## src/rtl/alu_pipe.sv

```systemverilog
// alu_pipe: clocked 16-op ALU with iterative MUL/DIV and valid/ready handshakes; define ALU_PIPE_FLAGS_EN for zero/carry/ovf flags
module alu_pipe #(
    parameter int WIDTH = 8,
    parameter int CMD_W = 4
) (
    input  logic               clk,
    input  logic               rst,
    input  logic               enable,
    input  logic               in_valid,
    output logic               in_ready,
    input  logic [WIDTH-1:0]   a,
    input  logic [WIDTH-1:0]   b,
    input  logic [CMD_W-1:0]   command,
    output logic               out_valid,
    input  logic               out_ready,
    output logic [2*WIDTH-1:0] out,
    output logic               div_err
`ifdef ALU_PIPE_FLAGS_EN
    ,
    output logic               zero,
    output logic               carry,
    output logic               ovf
`endif
);
    typedef enum logic [1:0] {IDLE, BUSY_MUL, BUSY_DIV} state_t;
    localparam int CW = $clog2(WIDTH + 1);
    localparam logic [WIDTH:0] ONE = 1;
    state_t state, state_n;
    logic [WIDTH-1:0] op_b, div_diff;
    logic [2*WIDTH-1:0] acc, acc_n, res1, res_q;
    logic [CW-1:0] cnt;
    logic [WIDTH:0] sum, diff, mul_hi, div_sh;
    logic accept, single, done, div_ge;

    assign accept = in_valid && in_ready;
    assign single = command != 4'd4 && command != 4'd5;
    assign done = state != IDLE && cnt == CW'(1);

    always_ff @(posedge clk) state <= rst ? IDLE : state_n;

    always_comb begin
        state_n = state == IDLE ? (accept && !single ? (command == 4'd4 ? BUSY_MUL : BUSY_DIV) : IDLE)
                : done ? IDLE : state;
    end

    always_comb begin
        in_ready = enable && !rst && state == IDLE && (!out_valid || out_ready);
        out = enable ? res_q : '0;
    end

    // acc holds {hi, lo}: product halves for MUL, {remainder, quotient} for DIV
    always_comb begin
        mul_hi = {1'b0, acc[2*WIDTH-1:WIDTH]} + (acc[0] ? {1'b0, op_b} : '0);
        div_sh = {acc[2*WIDTH-1:WIDTH], acc[WIDTH-1]};
        div_ge = div_sh >= {1'b0, op_b};
        div_diff = div_sh[WIDTH-1:0] - op_b;
        acc_n = state == BUSY_MUL ? {mul_hi, acc[WIDTH-1:1]}
              : {div_ge ? div_diff : div_sh[WIDTH-1:0], acc[WIDTH-2:0], div_ge};
    end

    always_comb begin
        sum = {1'b0, a} + {1'b0, b};
        diff = {1'b0, a} - {1'b0, b};
        res1 = '0;
        case (command)
            4'd0: res1[WIDTH:0] = sum;
            4'd1: res1[WIDTH:0] = {1'b0, a} + ONE;
            4'd2: res1[WIDTH:0] = diff;
            4'd3: res1[WIDTH:0] = {1'b0, a} - ONE;
            4'd6: res1[WIDTH:0] = {a, 1'b0};
            4'd7: res1[WIDTH-1:0] = a >> 1;
            4'd8: res1[WIDTH-1:0] = a & b;
            4'd9: res1[WIDTH-1:0] = a | b;
            4'd10: res1[WIDTH-1:0] = ~a;
            4'd11: res1[WIDTH-1:0] = ~(a & b);
            4'd12: res1[WIDTH-1:0] = ~(a | b);
            4'd13: res1[WIDTH-1:0] = a ^ b;
            4'd14: res1[WIDTH-1:0] = ~(a ^ b);
            4'd15: res1[WIDTH-1:0] = a;
            default: res1 = '0;
        endcase
    end

    always_ff @(posedge clk) begin
        if (rst) begin
            out_valid <= 1'b0;
            res_q <= '0;
            div_err <= 1'b0;
            acc <= '0;
            op_b <= '0;
            cnt <= '0;
        end else begin
            if (accept) begin
                op_b <= b;
                acc <= {{WIDTH{1'b0}}, a};
                cnt <= CW'(WIDTH);
            end else if (state != IDLE) begin
                acc <= acc_n;
                cnt <= cnt - CW'(1);
            end
            if (accept && single) begin
                res_q <= res1;
                div_err <= 1'b0;
                out_valid <= 1'b1;
            end else if (done) begin
                res_q <= acc_n;
                div_err <= state == BUSY_DIV && op_b == '0;
                out_valid <= 1'b1;
            end else if (out_ready) begin
                out_valid <= 1'b0;
            end
        end
    end

`ifdef ALU_PIPE_FLAGS_EN
    always_ff @(posedge clk) begin
        if (rst) begin
            zero <= 1'b0;
            carry <= 1'b0;
            ovf <= 1'b0;
        end else if (accept && single) begin
            zero <= res1[WIDTH-1:0] == '0;
            carry <= res1[WIDTH];
            ovf <= command == 4'd0 ? a[WIDTH-1] == b[WIDTH-1] && sum[WIDTH-1] != a[WIDTH-1]
                 : command == 4'd2 ? a[WIDTH-1] != b[WIDTH-1] && diff[WIDTH-1] != a[WIDTH-1] : 1'b0;
        end else if (done) begin
            zero <= acc_n == '0;
            carry <= 1'b0;
            ovf <= 1'b0;
        end
    end
`endif
endmodule

```

## config.mk

```make
export PLATFORM = sky130hd
export DESIGN_NAME = alu_pipe
export DESIGN_NICKNAME = d
export VERILOG_FILES = /design/src/rtl/alu_pipe.sv
export SDC_FILE = /design/constraint.sdc
export NUM_CORES = 1
export LEC_CHECK = 0
export ABC_CLOCK_PERIOD_IN_PS = 2700
export CORE_ASPECT_RATIO = 1.1
export CORE_UTILIZATION = 54
export CTS_CLUSTER_DIAMETER = 50
export DETAILED_ROUTE_END_ITERATION = 6
export GPL_TIMING_DRIVEN = 0
export PLACE_DENSITY = 0.74
export SLEW_MARGIN = 10
export SYNTH_ARGS = -nofsm -noshare
export SYNTH_HDL_FRONTEND = slang
export SYNTH_SLANG_ARGS = --single-unit
```

## constraint.sdc

```tcl
create_clock -name clk -period 2.7 [get_ports clk]
set_input_delay 0.54 -clock clk [delete_from_list [all_inputs] [get_ports clk]]
set_output_delay 0.54 -clock clk [all_outputs]
set_load 0.02 [all_outputs]
```

## Word level (Yosys, flattened, before mapping)

Index checks and enable logic that the tools add are counted.

| word-level totals | value |
|---|---|
| register bits after elaboration | 48 |
| input port bits | 25 |
| logic and storage cells | 86 |

| operators by class | value |
|---|---|
| add/sub/neg operators | 7 |
| order comparisons | 1 |
| equal/unequal tests | 19 |
| muxes and demuxes | 19 |
| bitwise logic cells | 7 |
| reductions and logical operators | 23 |

Operators with widths:

| operator | number |
|---|---|
| 8-bit one-hot mux with 14 select lines | 1 |
| 4-bit equality test (second input constant) | 8 |
| 16-bit 2-to-1 mux | 2 |
| 8-bit 2-to-1 mux | 4 |
| 8-bit inverter | 4 |
| 8-bit by 8-bit adder with 9-bit output | 2 |
| 9-bit 2-to-1 mux | 2 |
| 4-bit by 3-bit equality test with 1-bit output (second input constant) | 3 |
| 8-bit by 1-bit adder with 9-bit output (second input constant) | 1 |
| 9-bit by 8-bit >= comparator with 1-bit output | 1 |
| 1-bit logical AND | 9 |
| 8-bit by 1-bit subtractor with 9-bit output (second input constant) | 1 |
| 8-bit by 8-bit subtractor with 9-bit output | 1 |
| 8-bit bitwise AND | 1 |
| 4-bit by 1-bit equality test with 1-bit output (second input constant) | 2 |
| 4-bit by 2-bit equality test with 1-bit output (second input constant) | 2 |
| 8-bit zero test | 1 |
| 2-bit 2-to-1 mux | 4 |
| 4-bit 2-to-1 mux | 2 |
| 4-bit by 3-bit != test with 1-bit output (second input constant) | 2 |
| 8-bit OR | 1 |
| 2-bit nonzero test | 4 |
| 8-bit subtractor | 1 |
| 8-bit bitwise XOR | 1 |
| other kinds (11) | 16 |

## Depth between registers and ports, before layout

Gate-level depths: netlist of the first run.

| depth | value |
|---|---|
| word-level depth | 8 |
| gate-level depth with buffers | 12 |
| gate-level depth less buffers | 11 |

## Worst setup path after synthesis of the first run

Ideal clock, no wire load.

| path | value |
|---|---|
| path type | input-to-reg |
| start point | input a[4] |
| end point | register res_q[7] |
| library setup time | 95 ps |
| arrival time | 2550 ps |
| required time | 2605 ps |
| slack | 55 ps |
| stages | 11 |
| buffers on the path | 2 |
| cell sequence | clkbuf_1 > inv_1 > ha_1 > buf_2 > nor3_1 > a2111oi_2 > o21bai_1 > a21oi_1 > xor2_1 > nand2_1 > a221oi_1 |

| between the ends | value |
|---|---|
| word-level cells in the longest chain between the ends | 3 |
| elaborated cells on any way between the ends | 6 |
| those cells by class | add/sub (4); mux (2) |

Ends and longest elaborated chain:

| element | RTL line | RTL |
|---|---|---|
| start: declaration | 11 | `input logic [WIDTH-1:0] a,` |
| 8-bit by 1-bit subtractor with 9-bit output, or another cell as far along | 69 | `4'd3: res1[WIDTH:0] = {1'b0, a} - ONE;` |
| 8-bit one-hot mux with 14 select lines (*) | 65 | `case (command)` |
| 9-bit 2-to-1 mux (*) | 101 | `if (accept && single) begin` |
| end signal: assignment | 102 | `res_q <= res1;` |
| end signal: assignment | 106 | `res_q <= acc_n;` |
| end: declaration | 30 | `logic [2*WIDTH-1:0] acc, acc_n, res1, res_q;` |

Mark *: on every way between the ends. The rest lies on a longest branch, timed or not.
A chain may end at the register's enable or synchronous reset.

## Worst setup path in the final report of the first run

| path | value |
|---|---|
| start point | input b[0] |
| end point | register res_q[4] |

| between the ends | value |
|---|---|
| word-level cells in the longest chain between the ends | 3 |
| elaborated cells on any way between the ends | 4 |
| those cells by class | add/sub (2); mux (2) |

Ends and longest elaborated chain:

| element | RTL line | RTL |
|---|---|---|
| start: declaration | 12 | `input logic [WIDTH-1:0] b,` |
| 8-bit by 8-bit subtractor with 9-bit output / 8-bit by 8-bit adder with 9-bit output (equally long branches) | 63, 62 |  |
| 8-bit one-hot mux with 14 select lines (*) | 65 |  |
| 9-bit 2-to-1 mux (*) | 101 |  |

Marked as above.

==> results of run 1 <==
logic make-up (layout without fill, tap and decap cells):
group,Yosys count,after routing,synth area share [%]
AO/OA/AOI/OAI,200,200,26.9
XOR/XNOR,18,18,3.17
adder cells (fa/ha/maj),48,48,12.7
buffers and inverters,93,141,7.69
flip-flops,48,48,19.3
multiplexers,14,14,3.17
AND/OR/NAND/NOR,275,275,27.2
flip-flops by register name, summed over array words and instances (netlist names):
name       cells
acc           16
res_q         16
op_b           8
cnt            4
state          2
div_err        1
out_valid      1
routing by layer:
layer | vias to the layer above | GRT usage (%) | part of all wire (%)
li1 | 2606 | - | -
met1 | 2609 | 40.0 | 38
met2 | 360 | 65.6 | 49
met3 | 73 | 3.83 | 7.7
met4 | 0 | 22.7 | 5.3
met5 | - | 0 | 0
metrics by stage:
stage / power [mW] / instances / hold slack (ns) / cell area [um2] / util [%]
floorplan: 1.17 / 696 / 0.443 / 4980 / -
global placement: 1.36 / 850 / 0.458 / 5520 / 61.9
detailed placement: 1.37 / 850 / 0.465 / 5520 / 61.9
CTS: 1.83 / 858 / 0.482 / 5720 / 64.1
global route: 1.95 / 858 / 0.506 / 5800 / 65.0
finish: 1.87 / 858 / 0.486 / 5800 / 65.0
area by class of cell:
type / count / area share (%)
Multi-Input combinational cell: 555 / 64.9
Sequential cell: 48 / 16.6
Timing Repair Buffer: 43 / 7.06
Inverter: 44 / 2.85
Clock buffer: 6 / 1.42
Buffer: 47 / 4.60
Tap cell: 114 / 2.46
Clock inverter: 1 / 0.151
critical path: stages:
cell,delay (ns)
clkdlybuf4s50_1,0.47
ha_2,0.24
fa_1,0.43
a21o_1,0.20
a21oi_2,0.24
a22oi_1,0.14
a21oi_2,0.29
a2111oi_4,0.06
a221oi_2,0.27
power by group:
part	switching [mW]	internal (mW)	leakage [nW]
clock network	0.246	0.205	0.0473
registers	0.0188	0.727	0.389
logic	0.407	0.265	1.71
total	0.671	1.20	2.15
cell usage in the layout (no fill, tap or decap), types with 9 or more instances in the layout:
master,count
o22ai_1,13
nand3_1,33
inv_1,41
a21oi_1,51
nand2b_1,10
clkbuf_1,21
nor2b_1,12
nand2_1,85
o21ai_0,34
and2_1,25
buf_2,10
ha_1,39
dfxtp_1,47
clkbuf_8,9
clkdlybuf4s50_1,27
nor3_1,26
nor2_1,49
xnor2_1,11
worst max-delay path by stage:
stage,from,slack [ns],end,cells past startpoint
global placement,a[4],-1.08,res_q[7],12
floorplan,a[4],0.06,res_q[7],11
finish,b[0],0.03,res_q[4],9
global route,op_b[6],-0.06,res_q[13],10
CTS,a[1],0.02,res_q[7],10
detailed placement,a[4],-1.08,res_q[7],12
timing repair:
| action | in CTS | in global routing |
|---|---|---|
| pin swaps | 5 | 1 |
| gates resized for setup | 49 | 32 |
| buffers inserted | 3 | 0 |
| endpoints found under the setup margin | 21 | 12 |
==> impl_metrics.toml, run 1 <==
[power_and_ir_drop]
peakVddDrop_mv = 0.175
pwr_density_cell_nw_per_um2 = 322
leakagePower_nw = 2.15

[clocking]
cts_sinks = 48
cts_root_buf = "clkbuf_8"
tritoncts = "done"
htreeDepth = 2
holdBufCountCts = 0
cts_buffer_depth = 2
clk_latency_ns = 0.31
clk_pin_slew_ns = 0.09
cts_buffers = 5

[die]
dieArea_um2 = 9610
dieHeight_um = 103
fp.coreArea_um2 = 8920
core.rowCount = 36
initial_utilization_pct = 55.9
die_w_um = 93.6
ioPinCount = 44

[routing]
final_antenna_net_count = 0
drc = 0
drtIter0Drc = 391
vias_per_cell = 6.58
first_pass_iters = 5
vias = 5648
wl_per_cell_um = 20.3
drt-total-wl_um = 17400

[global_routing]
grt_overflow = 0
grt_pass1_vias = 5313
grt_first_pass_wirelength_um = 26400
track_usage_pct = 35.9
antenna_found_initial = 0
grt_max_degree = 15

[synth]
synth-edff-count = 0
ys.flop_type = "dfxtp_1"
postSynthNetCount = 769
syn_area_um2 = 4980
yosysMostFrequentCell = "nand2_1"
synthArstFlopShare_pct = 0
yosys.area.top_type = "dfxtp_1"
yosysSeqAreaShare_pct = 19.3
syn_avg_cell_area_um2 = 7.16
synth_cell_types = 66
synth.ff_latch_count = 48
synth_cells = 696
synth_top_cell_area_share_pct = 19.3
synth.area.top_cells = "dfxtp_1 19%, ha_1 11%, nand2_1 6.4%"
netlist_top_cells_count = "85 x nand2_1, 55 x a21oi_1, 49 x nor2_1, 48 x dfxtp_1"
yosysWarnings = 0

[outcome]
status = "finished, final reports clean"

[worst_setup_path]
endpoint_kind = "register"
worst_r2r_path_depth = 10
r2r-end = "res_q[13]"
startpoint_type = "input pin"
r2r_start = "op_b[6]"
critPathMaxFanout = 4
crit_required_ns = 2.93
r2r_slack_ns = 0.13
critPathKind = "in -> reg"
arrival_ns = 2.89

[layout]
seq_area_um2 = 962
area_growth_pct = 16.4
num-fill-cells = 835
n_antenna_cell = 0
multi_input_area_um2 = 3760
final_nets = 817
drive_gt1_share_pct = 10.2

[placed_design]
io_buffers = 40
dp_hpwl_um = 13300
dp_slack_ns = -1.08
gp_congestion = 1.03

[min_path]
hp-start = "res_q[12]"
holdPathEnd = "res_q[12]"
hold_class = "reg -> reg"
hold-path-cell-count = 2

[sta]
period_needed_ns = 2.67
drv_slew = 0
worst_pin_slew_ns = 0.803
finalHoldViolations = 0
fin_setup_tns_ns = 0
timing.final.crit_share_pct = 98.7
max_freq_ghz = 0.375
relSlewSlack_pct = 46.0
setup_viol = 0
skew_ns = 0.0100
setup_ws_ns = 0.0349

[flow_run]
cap_violations = 0
No activity file was read; power rests on OpenSTA's default activity.
==> run 2, diff against run 1 <==
- CORE_ASPECT_RATIO: 1.1 -> unset
==> impl_metrics.toml, run 2 (synthesis results as in run 1) <==
[outcome]
status = "finished with violations"
violations = "DRC"

[worst_setup_path]
crit_path_frequent_cell = "a221oi_2"
crit_path_top_delay_cell = "clkdlybuf4s50_1"
r2r_start = "op_b[3]"
crit_buf_inv = 2
critPathTopFamily = "multiplexers"
endpoint_kind = "register"
r2r-end = "res_q[13]"
slowest_delay_ns = 0.50
r2r_slack_ns = 0.12
arrival_ns = 2.79
crit_required_ns = 2.86
startpoint_type = "input pin"
critPathKind = "in -> reg"
path_cells = "clkdlybuf4s50_1, inv_1, ha_4, mux2_1, mux4_2, a221oi_2, o221ai_1, a21oi_2, a221oi_2"
critPathMaxFanout = 6
worst_r2r_path_depth = 10

[sta]
drv_slew = 0
holdWs_ns = 0.475
timing.final.crit_share_pct = 97.3
period_needed_ns = 2.63
skew_ns = 0.00643
rsz0062_at_grt = "yes"
worst_pin_slew_ns = 0.889
setup_viol = 0
finalHoldViolations = 0
max_freq_ghz = 0.381
relSlewSlack_pct = 40.5

[layout]
fin_area_um2 = 5830
drive_gt1_share_pct = 10.4
final_nets = 820
final_cell_mix = "85 x nand2_1, 52 x a21oi_1, 49 x nor2_1, 47 x dfxtp_1, 42 x inv_1"
area_growth_pct = 17.1
reg_top3 = "acc (16), res_q (16), op_b (8)"
layout_commonest_cell = "nand2_1"
n_antenna_cell = 0

[routing]
first_pass_iters = 7
wl_met1_um = 7560
drc = 5
wl_per_cell_um = 20.6
drtIter0Drc = 546
drt-total-wl_um = 17600
routed-wl-met3_um = 1820
top_layer = "met4"
vias_per_cell = 6.59
final_antenna_net_count = 0
met2_length_um = 7660
vias = 5644

[global_routing]
track_usage_pct = 37.3
antenna_found_initial = 0
grt_overflow = 0
grt_pass1_vias = 5240
grt_first_pass_wirelength_um = 28300
grt_max_degree = 16

[power_and_ir_drop]
power_frac_clock_pct = 28.4
pwr-share-comb_pct = 33.9
p_seq_share_pct = 37.7
intPower_mw = 1.30
leakagePower_nw = 2.20
peakVddDrop_mv = 0.207
pwr_density_cell_nw_per_um2 = 339
switching_share_pct = 34.6
switching_power_mw = 0.685

[clocking]
cts_buffers = 5
tritoncts = "done"
cts_buffer_depth = 2
holdBufCountCts = 0
cts_sinks = 48
htreeDepth = 2
clk_latency_ns = 0.31
clk_pin_slew_ns = 0.09
cts_root_buf = "clkbuf_8"

[die]
fp.coreArea_um2 = 8810
core.rowCount = 34
dieHeight_um = 98.0
ioPinCount = 44
initial_utilization_pct = 56.6
dieArea_um2 = 9610
die_w_um = 98.0

[placed_design]
gp_congestion = 1.02
io_buffers = 40
placed_cell_area_um2 = 5520
dp_hpwl_um = 13800

[flow_run]
cap_violations = 0

[min_path]
holdPathEnd = "res_q[15]"
hold-path-cell-count = 2
hold_class = "reg -> reg"
hp-start = "res_q[15]"
run 2: cell count changes in the layout (fill, tap and decap cells not counted), moves of 2 or more:
cell             before  now
buf_8                 0    2
clkbuf_2              3    8
clkdlybuf4s18_2       2    0
dlymetal6s2s_1        0    3
ha_2                  3    1
clkbuf_8              9    7
buf_4                 6    9
inv_2                 3    1
dlygate4sd2_1         8    5
run 2: what timing repair did:
action,in CTS,in global routing
endpoints found under the setup margin,23,11
gates resized for setup,51,33
pin swaps,5,4
buffers inserted,3,3
hold endpoints to repair,0,0
run 2: worst max path at each step:
stage,start,endpoint,cells after the start
2_1_floorplan,a[4],res_q[7],11
3_3_place_gp,a[4],res_q[7],12
3_5_place_dp,a[4],res_q[7],12
4_1_cts,a[6],res_q[7],11
5_1_grt,a[4],res_q[7],13
6_report,b[7],res_q[7],9
run 2: worst register-to-register path, cell delays in order (launching register included):
cell and delay, ns:
dfxtp_1 0.47, inv_1 0.08, ha_1 0.36, a21o_1 0.18, a21oi_1 0.17, o211ai_1 0.11
nand2_1 0.16, clkbuf_4 0.26, mux2i_1 0.30, a211oi_2 0.14, a31o_2 0.24
run 2: area by class of cell:
type / count / area (um2)
multi-input combinational: 555 / 3750
fill: 791 / 2970
sequential: 48 / 965
timing repair buffer: 46 / 432
buffer: 47 / 265
inverter: 44 / 169
tap: 108 / 135
clock buffer: 6 / 82.6
clock inverter: 2 / 38.8
run 2: routing by layer:
layer / vias to the layer above / track usage [%]
met5: - / 0
met1: 2604 / 53.1
li1: 2618 / -
met2: 363 / 57.7
met3: 59 / 5.30
met4: 0 / 12.2
run 2: power groups by stage:
stage          Clock [mW]  Sequential [mW]  Combinational [mW]
2_1_floorplan           0            0.754               0.418
3_3_place_gp            0            0.759               0.600
3_5_place_dp            0            0.760               0.608
4_1_cts             0.559            0.746               0.633
5_1_grt             0.588            0.748               0.724
6_report            0.561            0.747               0.672
run 2: metrics by stage:
stage	total power, mW	utilization, %	setup WS [ns]	setup TNS (ns)	instances
6_report	1.98	66.2	0.0725	0	856
2_1_floorplan	1.17	-	0.0551	0	696
4_1_cts	1.94	65.5	-0.0484	-0.0484	853
3_5_place_dp	1.37	62.6	-1.07	-8.05	844
5_1_grt	2.06	66.2	-0.0409	-0.0419	856
3_3_place_gp	1.36	62.6	-1.03	-7.06	844
